**config.mk**
```make
export PLATFORM = sky130hd
export DESIGN_NAME = apb_uart_slave_fsm
export DESIGN_NICKNAME = d
export VERILOG_FILES = /design/src/rtl/apb_uart_pkg.sv /design/src/rtl/apb_uart_addr_decode.sv /design/src/rtl/apb_uart_slave_fsm.sv
export SDC_FILE = /design/constraint.sdc
export NUM_CORES = 1
export LEC_CHECK = 0
export CAP_MARGIN = 40
export CORE_UTILIZATION = 39
export CTS_BUF_LIST = sky130_fd_sc_hd__clkbuf_4 sky130_fd_sc_hd__clkbuf_8
export DETAILED_ROUTE_END_ITERATION = 8
export GPL_TIMING_DRIVEN = 0
export PLACE_DENSITY = 0.8
export SYNTH_ARGS = -nofsm -noshare
export SYNTH_HDL_FRONTEND = slang
export SYNTH_HIERARCHICAL = 1
export SYNTH_SLANG_ARGS = --single-unit
```
**constraint.sdc**
```tcl
create_clock -name PCLK -period 3.26 [get_ports PCLK]
set_input_delay 0.489 -clock PCLK [delete_from_list [all_inputs] [get_ports PCLK]]
set_output_delay 0.489 -clock PCLK [all_outputs]
set_load 0.01 [all_outputs]
```
**src/rtl/apb_uart_pkg.sv**
```systemverilog
package apb_uart_pkg;

  localparam logic [4:0] OFF_TRANS_DATA = 5'h00;
  localparam logic [4:0] OFF_RECV_DATA  = 5'h04;
  localparam logic [4:0] OFF_BAUD_CFG   = 5'h08;
  localparam logic [4:0] OFF_FRAME_CFG  = 5'h0C;
  localparam logic [4:0] OFF_PARITY_CFG = 5'h10;
  localparam logic [4:0] OFF_STOP_CFG   = 5'h14;
  localparam logic [4:0] REG_SPAN       = 5'h18;

  typedef enum logic [1:0] {
    ST_IDLE,
    ST_REQ,
    ST_WAIT,
    ST_RESP
  } apb_state_e;

  typedef enum logic [2:0] {
    ACC_TX,
    ACC_RX,
    ACC_CFG_WR,
    ACC_CFG_RD,
    ACC_ILLEGAL
  } acc_class_e;

endpackage

```
**src/rtl/apb_uart_addr_decode.sv**
```systemverilog
module apb_uart_addr_decode
  import apb_uart_pkg::*;
(
  input  logic [4:0] offset_i,
  input  logic       write_i,
  input  logic       in_range_i,
  input  logic       aligned_i,
  output acc_class_e acc_o
);

  always_comb begin
    acc_o = ACC_ILLEGAL;
    if (in_range_i && aligned_i) begin
      case (offset_i)
        OFF_TRANS_DATA: if (write_i)  acc_o = ACC_TX;
        OFF_RECV_DATA:  if (!write_i) acc_o = ACC_RX;
        OFF_BAUD_CFG, OFF_FRAME_CFG, OFF_PARITY_CFG, OFF_STOP_CFG:
          acc_o = write_i ? ACC_CFG_WR : ACC_CFG_RD;
        default: acc_o = ACC_ILLEGAL;
      endcase
    end
  end

endmodule

```
**src/rtl/apb_uart_slave_fsm.sv**
```systemverilog
module apb_uart_slave_fsm
  import apb_uart_pkg::*;
#(
  parameter int unsigned              DATA_WIDTH     = 32,
  parameter int unsigned              ADDR_WIDTH     = 32,
  parameter logic [ADDR_WIDTH-1:0]    BASE_ADDR      = '0,
  parameter int unsigned              TIMEOUT_CYCLES = 16
) (
  input  logic                  PCLK,
  input  logic                  PRESET,
  input  logic                  PSELx,
  input  logic                  PENABLE,
  input  logic                  PWRITE,
  input  logic [ADDR_WIDTH-1:0] PADDR,
  input  logic [DATA_WIDTH-1:0] PWDATA,
  output logic [DATA_WIDTH-1:0] PRDATA,
  output logic                  PREADY,
  output logic                  PSLVERR,
  output logic                  tx_req,
  output logic                  rx_req,
  output logic                  cfg_wr_req,
  output logic                  cfg_rd_req,
  output logic [4:0]            req_offset,
  output logic [DATA_WIDTH-1:0] req_wdata,
  output logic                  req_abort,
  input  logic                  uart_ack,
  input  logic [DATA_WIDTH-1:0] uart_rdata,
  input  logic                  uart_err
);

  localparam int unsigned             CNT_W    = $clog2(TIMEOUT_CYCLES) + 1;
  localparam logic [CNT_W-1:0]        CNT_LAST = CNT_W'(TIMEOUT_CYCLES - 2);
  localparam logic [ADDR_WIDTH-1:0]   SPAN     = ADDR_WIDTH'(REG_SPAN);

  apb_state_e            state_q, state_d;
  logic [CNT_W-1:0]      cnt_q, cnt_d;
  logic [4:0]            off_q, off_d;
  logic                  wr_q, wr_d;
  logic [DATA_WIDTH-1:0] wdata_q, wdata_d;
  logic [DATA_WIDTH-1:0] prdata_q, prdata_d;
  logic                  pready_q, pready_d;
  logic                  pslverr_q, pslverr_d;
  logic                  abort_q, abort_d;
  logic                  tx_q, tx_d;
  logic                  rx_q, rx_d;
  logic                  cwr_q, cwr_d;
  logic                  crd_q, crd_d;

  logic [ADDR_WIDTH-1:0] offset_full;
  logic                  in_range;
  logic                  aligned;
  acc_class_e            acc;

  assign offset_full = PADDR - BASE_ADDR;
  assign in_range    = (offset_full < SPAN);
  assign aligned     = (PADDR[1:0] == 2'b00);

  apb_uart_addr_decode u_decode (
    .offset_i   (offset_full[4:0]),
    .write_i    (PWRITE),
    .in_range_i (in_range),
    .aligned_i  (aligned),
    .acc_o      (acc)
  );

  // Every output register is loaded from the next-state decision, so a
  // registered output is valid in the same cycle as the state it belongs to.
  always_comb begin
    state_d   = state_q;
    cnt_d     = cnt_q;
    off_d     = off_q;
    wr_d      = wr_q;
    wdata_d   = wdata_q;
    prdata_d  = '0;
    pready_d  = 1'b0;
    pslverr_d = 1'b0;
    abort_d   = 1'b0;
    tx_d      = 1'b0;
    rx_d      = 1'b0;
    cwr_d     = 1'b0;
    crd_d     = 1'b0;

    unique case (state_q)
      ST_IDLE: begin
        if (PSELx && !PENABLE) begin
          off_d   = offset_full[4:0];
          wr_d    = PWRITE;
          wdata_d = PWDATA;
          if (acc == ACC_ILLEGAL) begin
            state_d   = ST_RESP;
            pready_d  = 1'b1;
            pslverr_d = 1'b1;
          end else begin
            state_d = ST_REQ;
            cnt_d   = '0;
            tx_d    = (acc == ACC_TX);
            rx_d    = (acc == ACC_RX);
            cwr_d   = (acc == ACC_CFG_WR);
            crd_d   = (acc == ACC_CFG_RD);
          end
        end
      end

      ST_REQ: begin
        if (!PSELx) begin
          state_d = ST_IDLE;
          abort_d = 1'b1;
        end else if (uart_ack) begin
          state_d   = ST_RESP;
          pready_d  = 1'b1;
          pslverr_d = uart_err;
          prdata_d  = wr_q ? '0 : uart_rdata;
        end else begin
          state_d = ST_WAIT;
        end
      end

      ST_WAIT: begin
        if (!PSELx) begin
          state_d = ST_IDLE;
          abort_d = 1'b1;
        end else begin
          cnt_d = cnt_q + CNT_W'(1);
          if (uart_ack) begin
            state_d   = ST_RESP;
            pready_d  = 1'b1;
            pslverr_d = uart_err;
            prdata_d  = wr_q ? '0 : uart_rdata;
          end else if (cnt_q == CNT_LAST) begin
            state_d   = ST_RESP;
            pready_d  = 1'b1;
            pslverr_d = 1'b1;
            abort_d   = 1'b1;
          end
        end
      end

      ST_RESP: begin
        state_d = ST_IDLE;
      end

      default: state_d = ST_IDLE;
    endcase
  end

  always_ff @(posedge PCLK) begin
    if (PRESET) begin
      state_q   <= ST_IDLE;
      cnt_q     <= '0;
      off_q     <= '0;
      wr_q      <= 1'b0;
      wdata_q   <= '0;
      prdata_q  <= '0;
      pready_q  <= 1'b0;
      pslverr_q <= 1'b0;
      abort_q   <= 1'b0;
      tx_q      <= 1'b0;
      rx_q      <= 1'b0;
      cwr_q     <= 1'b0;
      crd_q     <= 1'b0;
    end else begin
      state_q   <= state_d;
      cnt_q     <= cnt_d;
      off_q     <= off_d;
      wr_q      <= wr_d;
      wdata_q   <= wdata_d;
      prdata_q  <= prdata_d;
      pready_q  <= pready_d;
      pslverr_q <= pslverr_d;
      abort_q   <= abort_d;
      tx_q      <= tx_d;
      rx_q      <= rx_d;
      cwr_q     <= cwr_d;
      crd_q     <= crd_d;
    end
  end

  assign PRDATA     = prdata_q;
  assign PREADY     = pready_q;
  assign PSLVERR    = pslverr_q;
  assign tx_req     = tx_q;
  assign rx_req     = rx_q;
  assign cfg_wr_req = cwr_q;
  assign cfg_rd_req = crd_q;
  assign req_offset = off_q;
  assign req_wdata  = wdata_q;
  assign req_abort  = abort_q;

endmodule
```
======== Word-level counts from Yosys, hierarchy flattened ========
Index checks and enable logic that the tools add are counted.
storage, ports and cells
  register bits ........................... 84
  logic and storage cells ................. 86
  output and inout port bits .............. 76
  input bits .............................. 103
cells by class
  add/subtract/negate cells ............... 1
  reduce and logical (&&, ||, !) cells .... 15
  equal/unequal tests ..................... 17
  order comparisons ....................... 1
  muxes and demuxes ....................... 34
  bitwise operators ....................... 5
operator list
  operator             count
  $lt 32x5->1 const B  1
  $mux 1               16
  $eq 5x4->1 const B   3
  $mux 5               3
  $mux 2               6
  $eq 5x5->1 const B   2
  $pmux 5 s2           1
  $mux 3               3
  $pmux 3 s3           1
  $pmux 2 s4           1
  $reduce_or 4->1      2
  $eq 3x2->1 const B   2
  $ne 2x2->1 const B   3
  $pmux 1 s3           2
  $add 5x1->5 const B  1
  $eq 5x3->1 const B   1
  $logic_not 5->1      1
  $not 1->1            5
  $reduce_or 5->1      1
  $eq 2x2->1 const B   2
  $logic_not 2->1      2
  $ne 4x4->1 const B   1
  $reduce_and 2->1     2
  $reduce_and 4->1     1
  9 further kinds      10

======== Logic depth before layout (Yosys ltp) ========
Gate-level depths: netlist (run 1).
  word-level depth ........................ 8
  gate-level depth with buffers ........... 9
  mapped depth without buffers ............ 9

======== Hierarchy ========
Netlist (run 1), hierarchy kept.
modules (own cells, without submodules)
  module                cells an instance  seq. area each (µm²)  area an instance (µm²)  times used
  apb_uart_slave_fsm    328                1,681.6               2,987.9                 1
  apb_uart_addr_decode  8                  0.0                   77.6                    1

======== Worst setup path after synthesis (run 1) ========
OpenSTA, ideal clock, no wires.
  path kind ............................... input -> register
  start point ............................. input port PADDR[29]
  end point ............................... register cnt_q[1]
  setup time .............................. 70 ps
  cell stages on the path ................. 9
  slack ................................... 766 ps
  arrival ................................. 2,423 ps
  buffers on the path ..................... 0
  data required time ...................... 3,190 ps
  path through ............................ nor4_1 -> nand4_1 -> nor2_1 -> nand4bb_4 -> nor3_1 -> nand4bb_2 -> o2111ai_2 -> or3b_1 -> a21oi_1
between the ends
  cells in the longest elaborated chain, start to end .. 6
RTL lines
  item                               line                        source
  from (decl)                        apb_uart_slave_fsm.sv:14    input logic [ADDR_WIDTH-1:0] PADDR,
  $lt 32x5->1                        apb_uart_slave_fsm.sv:55    assign in_range = (offset_full < SPAN);
  net in_range                       apb_uart_slave_fsm.sv:50    logic in_range;
  $logic_and 1x1->1                  apb_uart_addr_decode.sv:13  if (in_range_i && aligned_i) begin
  $mux 3                             apb_uart_addr_decode.sv:13
  net acc[1]                         apb_uart_slave_fsm.sv:52    acc_class_e acc;
  $eq 3x3->1                         apb_uart_slave_fsm.sv:89    if (acc == ACC_ILLEGAL) begin
  $ne 2x2->1 (no source line)        n/a
  $reduce_and 4->1 (no source line)  n/a
  to (signal assigned)               apb_uart_slave_fsm.sv:163   cnt_q <= cnt_d;
  to (decl)                          apb_uart_slave_fsm.sv:36    logic [CNT_W-1:0] cnt_q, cnt_d;
The timed path passes the listed nets, and every way through them passes these cells.
A chain may end at the register's enable or synchronous reset.

======== Final worst setup path (run 1) ========
  start point ............................. input port PADDR[31]
  end point ............................... register cnt_q[1]
The elaborated chain is that of the path after synthesis.

==> results_dict.tcl, run 1 <==
set metrics [dict create \
    period_share_pct 88.8 \
    cts_resized 0 \
    gr-usage-all-layers_pct 21.3 \
    arrival_ns 3.17 \
    grt_antenna_before_repair 0 \
    drc 0 \
    period_needed_ns 2.90 \
    yosysTopAreaCell "dfxtp_1" \
    cts_buffers 9 \
    synth_area_mm2 0.00307 \
    fin_area_mm2 0.00516 \
    postCtsSetupBuffers 0 \
    power_density_mw_per_mm2 504 \
    ir_drop_uv 319 \
    drive_above_1_share_pct 6.23 \
    synth_top_area_share_pct 54.9 \
    num_antenna_cells 0 \
    tritoncts "built" \
    ys.flop_type "dfxtp_1" \
    syn-num-nets 446 \
    drv_slew 0 \
    most-common-layout-cells "178 x clkdlybuf4s50_1, 84 x dfxtp_1, 82 x nand2_1" \
    grt_max_degree 15 \
    fin_util_pct 69.7 \
    async_reset_ff_share_pct 0 \
    die_area_mm2 0.00822 \
    relSlewSlack_pct 62.7 \
    netlist-cell-type-count 40 \
    critPathKind "in -> reg" \
    die_w_um 90.7 \
    h-tree-depth 3 \
    overflow 0 \
    hp-start "req_wdata[0]" \
    path_max_fanout 6 \
    clockBufferDepth 2 \
    setup.worst_path.start_class "input port" \
    nets 635 \
    netlist_instances 336 \
    clk_latency_ns 0.34 \
    outcome "complete, no violations" \
    drtAntennaViolNets 0 \
    slowest_delay_ns 0.45 \
    syn_area_per_cell_um2 9.12 \
    r2r_end "PRDATA[9]" \
    holdBufCountCts 0 \
    area_growth_pct 68.4 \
    synth-edff-count 0 \
    critPathSlowestCell "nor3_1" \
    max_freq_mhz 345 \
    mostFrequentLayoutCell "clkdlybuf4s50_1" \
    holdWs_ns 0.455 \
    skew_ns 0.00950 \
    whs_endpoint "req_wdata[0]" \
    finalHoldViolations 0 \
    post_dp_cell_area_mm2 0.00497 \
    wire_per_inst_um 13.5 \
    seq_area_frac_synth_pct 54.9 \
    ys_seq_elements 84 \
    core_mm2 0.00741 \
    clk_pin_slew_ns 0.08 \
    grt_pass1_vias 2926 \
    post-place-ws_ns 0.0195 \
    hold_path.class "reg -> reg" \
    r2r.worst_path.cells 6 \
    crit_chain "clkdlybuf4s50_1, nor4_1, nand4_1, nor2_1, nand4bb_4, nor3_1, nand4bb_2, o2111ai_2, or3b_1, a21oi_1" \
    critical_path.startpoint "PADDR[31]" \
    tns_ns 0 \
    routed_wl_mm 8.52 \
    dr.pass1.iters 4 \
    ff2ff_setup_slack_ns 1.42 \
    start_util_pct 41.4 \
    dp_hpwl_mm 6.71 \
    max_slew.worst_pin.slew_ns 0.559 \
    grt_pass1_wl_mm 13.7 \
    detail_route.iter0.violations 152 \
    cp-end-kind "flip-flop" \
    num_rows 31 \
    whs_path_depth 2 \
    finalWorstSetupSlack_ns 0.364 \
    required_ns 3.53 \
    num_vias 2944 \
    grt_setup_unrepaired "no" \
    yosysWarnings 6 \
    r2r_start "state_q[1]" \
    cts-root-buf "clkbuf_8" \
    gp_routability_congestion 0.860 \
    setup_violations 0 \
    vias_per_cell 4.68 \
    num_io_pins 179 \
    io_buffers 178 \
    synth_area_leaders "dfxtp_1 55%, nand2_1 10%, a21oi_1 7.2%" \
    die_y_um 90.7 \
    cts.sinks 84 \
    drv_cap 0 \
    power.leakage_uw 0.00189 \
]
area by class of cell:
class / count / area (um2)
inverter: 4 / 15.0
timing repair buffer: 178 / 1780
clock inverter: 4 / 32.5
multi-input combinational: 230 / 1290
tap: 99 / 124
fill: 599 / 2250
sequential: 84 / 1680
clock buffer: 12 / 159
buffer: 18 / 82.6
where the power goes:
part           internal (uW)  switching, uW
clock network            331            365
logic                    396            344
registers               1120           45.4
total                   1850            755
metrics by stage:
step,power [uW],instances
2_1_floorplan,1560,336
5_1_grt,2760,629
3_3_place_gp,1910,613
6_report,2600,629
3_5_place_dp,1930,613
4_1_cts,2630,629
worst max-delay path by stage:
stage	endpoint	slack, ns
after floorplan	cnt_q[1]	0.77
after global placement	cnt_q[1]	0.06
after detailed placement	cnt_q[1]	0.02
after CTS	cnt_q[1]	0.38
after global routing	cnt_q[1]	0.08
final	cnt_q[1]	0.36
cells in the mapped netlist (all sizes together) (2+ instances only):
cell / count
nand2: 82
a211oi: 2
nand3: 5
and2: 34
nor3: 6
nor3b: 2
inv: 4
nand2b: 3
nand4bb: 2
nor2: 6
clkbuf: 10
o21ai: 4
nor2b: 2
nand4: 3
a21oi: 44
buf: 8
or3b: 3
and3b: 3
nor4: 7
ha: 7
dfxtp: 84
or3: 2
flip-flops by register name, summed over array words and instances, names as in the netlist:
register and count:
req_wdata 32, req_abort 1, PRDATA 32, rx_req 1, PSLVERR 1, cfg_wr_req 1
state_q 2, cfg_rd_req 1, cnt_q 5, wr_q 1, tx_req 1, PREADY 1
req_offset 5
cell families (layout without fill, tap and decap cells):
kind of cell | count (synthesis) | after routing | synth area share [%]
multiplexers | 1 | 1 | 0.367
flip-flops | 84 | 84 | 54.9
AO/OA/AOI/OAI | 57 | 57 | 10.4
adder cells (fa/ha/maj) | 7 | 7 | 2.86
buffers and inverters | 22 | 216 | 3.18
XOR/XNOR | 1 | 1 | 0.286
AND/OR/NAND/NOR | 164 | 164 | 28.0
routing by layer:
| metal | global-route usage, % | up-vias | share of wire (%) |
|---|---|---|---|
| met5 | 0 | - | 0 |
| met4 | 8.33 | 0 | 1.7 |
| met3 | 8.16 | 13 | 9.6 |
| met2 | 38.4 | 109 | 51 |
| met1 | 22.1 | 1325 | 38 |
| li1 | - | 1497 | - |
critical path, delay by kind of cell:
| family | cells | cell delay (ns) |
|---|---|---|
| AND/OR/NAND/NOR | 7 | 1.91 |
| buffers and inverters | 1 | 0.39 |
| AO/OA/AOI/OAI | 2 | 0.36 |
No activity file was read; power rests on OpenSTA's default activity.
==> run 2, diff against run 1 <==
--- a/config.mk
+++ b/config.mk
@@ -6,11 +6,13 @@
 export NUM_CORES = 1
 export LEC_CHECK = 0
 export CAP_MARGIN = 40
-export CORE_UTILIZATION = 39
+export CORE_ASPECT_RATIO = 0.7
+export CORE_UTILIZATION = 35
 export CTS_BUF_LIST = sky130_fd_sc_hd__clkbuf_4 sky130_fd_sc_hd__clkbuf_8
 export DETAILED_ROUTE_END_ITERATION = 8
 export GPL_TIMING_DRIVEN = 0
-export PLACE_DENSITY = 0.8
+export PLACE_DENSITY = 0.76
+export SKIP_LAST_GASP = 1
 export SYNTH_ARGS = -nofsm -noshare
 export SYNTH_HDL_FRONTEND = slang
 export SYNTH_HIERARCHICAL = 1
==> constraint.sdc (replaced) <==
create_clock -name PCLK -period 2.6 [get_ports PCLK]
set_input_delay 0.39 -clock PCLK [delete_from_list [all_inputs] [get_ports PCLK]]
set_output_delay 0.39 -clock PCLK [all_outputs]
set_load 0.01 [all_outputs]
==> run 2 against run 1 <==
Against the previous run:
- via count is 0.71% higher
- combinational power is 31% higher
- largest power group unchanged
- flip-flop and latch count stayed put
- worst setup slack worse by 0.23 ns
- register-to-register slack worse by 0.81 ns
- design area is 3.8% higher
- routed wire length is 7.1% higher
- total power is 27% higher
==> results_dict.tcl, run 2 (same netlist as run 1, synthesis figures left out) <==
set metrics [dict create \
    grt_pass1_wl_mm 13.6 \
    gp_routability_congestion 0.785 \
    tritoncts "built" \
    grt_antenna_before_repair 0 \
    power_density_mw_per_mm2 615 \
    drv_cap 0 \
    post-place-ws_ns -0.607 \
    dp_hpwl_mm 6.86 \
    setup_violations 0 \
    grt_max_degree 16 \
    max_freq_mhz 406 \
    finalWorstSetupSlack_ns 0.135 \
    period_needed_ns 2.47 \
    overflow 0 \
    num_vias 2965 \
    clockBufferDepth 2 \
    topRoutingLayerUsed "met4" \
    multiInputGateArea_mm2 0.00138 \
    wire_per_inst_um 14.0 \
    io_buffers 178 \
    num_antenna_cells 0 \
    h-tree-depth 3 \
    drive_above_1_share_pct 8.44 \
    gr-usage-all-layers_pct 19.3 \
    hold_path.class "in -> reg" \
    vias_per_cell 4.54 \
    dr.pass1.iters 4 \
    core_mm2 0.00848 \
    area_growth_pct 74.9 \
    nets 638 \
    clk_pin_slew_ns 0.08 \
    max_slew.worst_pin.slew_ns 0.544 \
    die_area_mm2 0.00914 \
    drv_slew 0 \
    finalHoldViolations 0 \
    detail_route.iter0.violations 81 \
    finalPower_uw 3300 \
    clk_latency_ns 0.35 \
    arrival_ns 2.75 \
    num_rows 28 \
    die_y_um 80.3 \
    skew_ns 0.00384 \
    drc 0 \
    met3WireLength_um 635 \
    cp-end-kind "flip-flop" \
    cts.sinks 84 \
    ir_drop_uv 420 \
    outcome "complete, no violations" \
    grt_pass1_vias 2872 \
    most-common-layout-cells "153 x clkdlybuf4s50_1, 84 x dfxtp_1, 82 x nand2_1" \
    drtAntennaViolNets 0 \
    required_ns 2.88 \
    area.sequential_mm2 0.00168 \
    wl_met1_mm 3.91 \
    cts-root-buf "clkbuf_8" \
    mostFrequentLayoutCell "clkdlybuf4s50_1" \
    period_share_pct 94.8 \
    final.fill_count 746 \
    start_util_pct 36.2 \
    met2WireLength_mm 4.44 \
    critPathKind "in -> reg" \
    relSlewSlack_pct 63.7 \
    num_io_pins 179 \
    cts_buffers 9 \
    setup.worst_path.start_class "input port" \
    die_w_um 114 \
    power.leakage_uw 0.00214 \
    path_max_fanout 4 \
    routed_wl_mm 9.13 \
]
-- run 2: layer usage --
| layer | up-vias | track usage [%] |
|---|---|---|
| met2 | 90 | 32.6 |
| li1 | 1502 | - |
| met1 | 1360 | 22.6 |
| met3 | 13 | 7.77 |
| met4 | 0 | 5.71 |
| met5 | - | 0 |
-- run 2: final cells by class --
class	instances	share of cell area, %
repair buffers	181	34.8
flip-flops and latches	84	31.4
multi-input cells	230	25.7
well taps	120	2.80
clock buffers	10	2.57
plain buffers	18	1.54
clock inverters	6	0.864
inverters	4	0.280
-- run 2: through the flow --
step	hold WS, ns	setup TNS [ns]	util [%]	cell area, um2	cells
6_report	0.379	0	63.2	5360	653
5_1_grt	0.391	-0.0211	63.2	5360	653
4_1_cts	0.460	-0.0202	61.5	5220	650
3_5_place_dp	0.449	-3.20	58.9	5000	634
3_3_place_gp	0.441	-2.90	58.9	5000	634
2_1_floorplan	0.448	0	-	3070	336
-- run 2: worst paths after layout --
path,start,to,slack [ns],depth (start not counted)
worst max-delay path,PADDR[17],cnt_q[2],0.13,10
worst min-delay path,PADDR[3],req_offset[3],0.38,3
worst max register to register,state_q[0],PRDATA[18],0.61,6
worst min register to register,req_wdata[15],req_wdata[15],0.46,2
-- run 2: what timing repair did --
action                     4_1_cts  5_1_grt
hold buffers                     0        0
setup endpoints to repair        4        5
pin swaps                        2       17
resized for setup                6       33
buffers inserted                 0        3
-- run 2: worst max-delay path: stages --
cell	delay, ns
clkdlybuf4s50_1	0.42
nor4_1	0.17
nand4_1	0.15
nor2_2	0.16
nand4bb_4	0.17
nor4_4	0.35
nand4bb_4	0.22
nand4_1	0.18
or3b_1	0.41
a21oi_2	0.12
-- run 2: power breakdown --
part | total [uW] | internal [uW] | leakage [uW] | switching, uW
registers | 1470 | 1410 | 0.000681 | 60.8
clock network | 861 | 379 | 0.0000893 | 482
logic | 969 | 507 | 0.00137 | 462
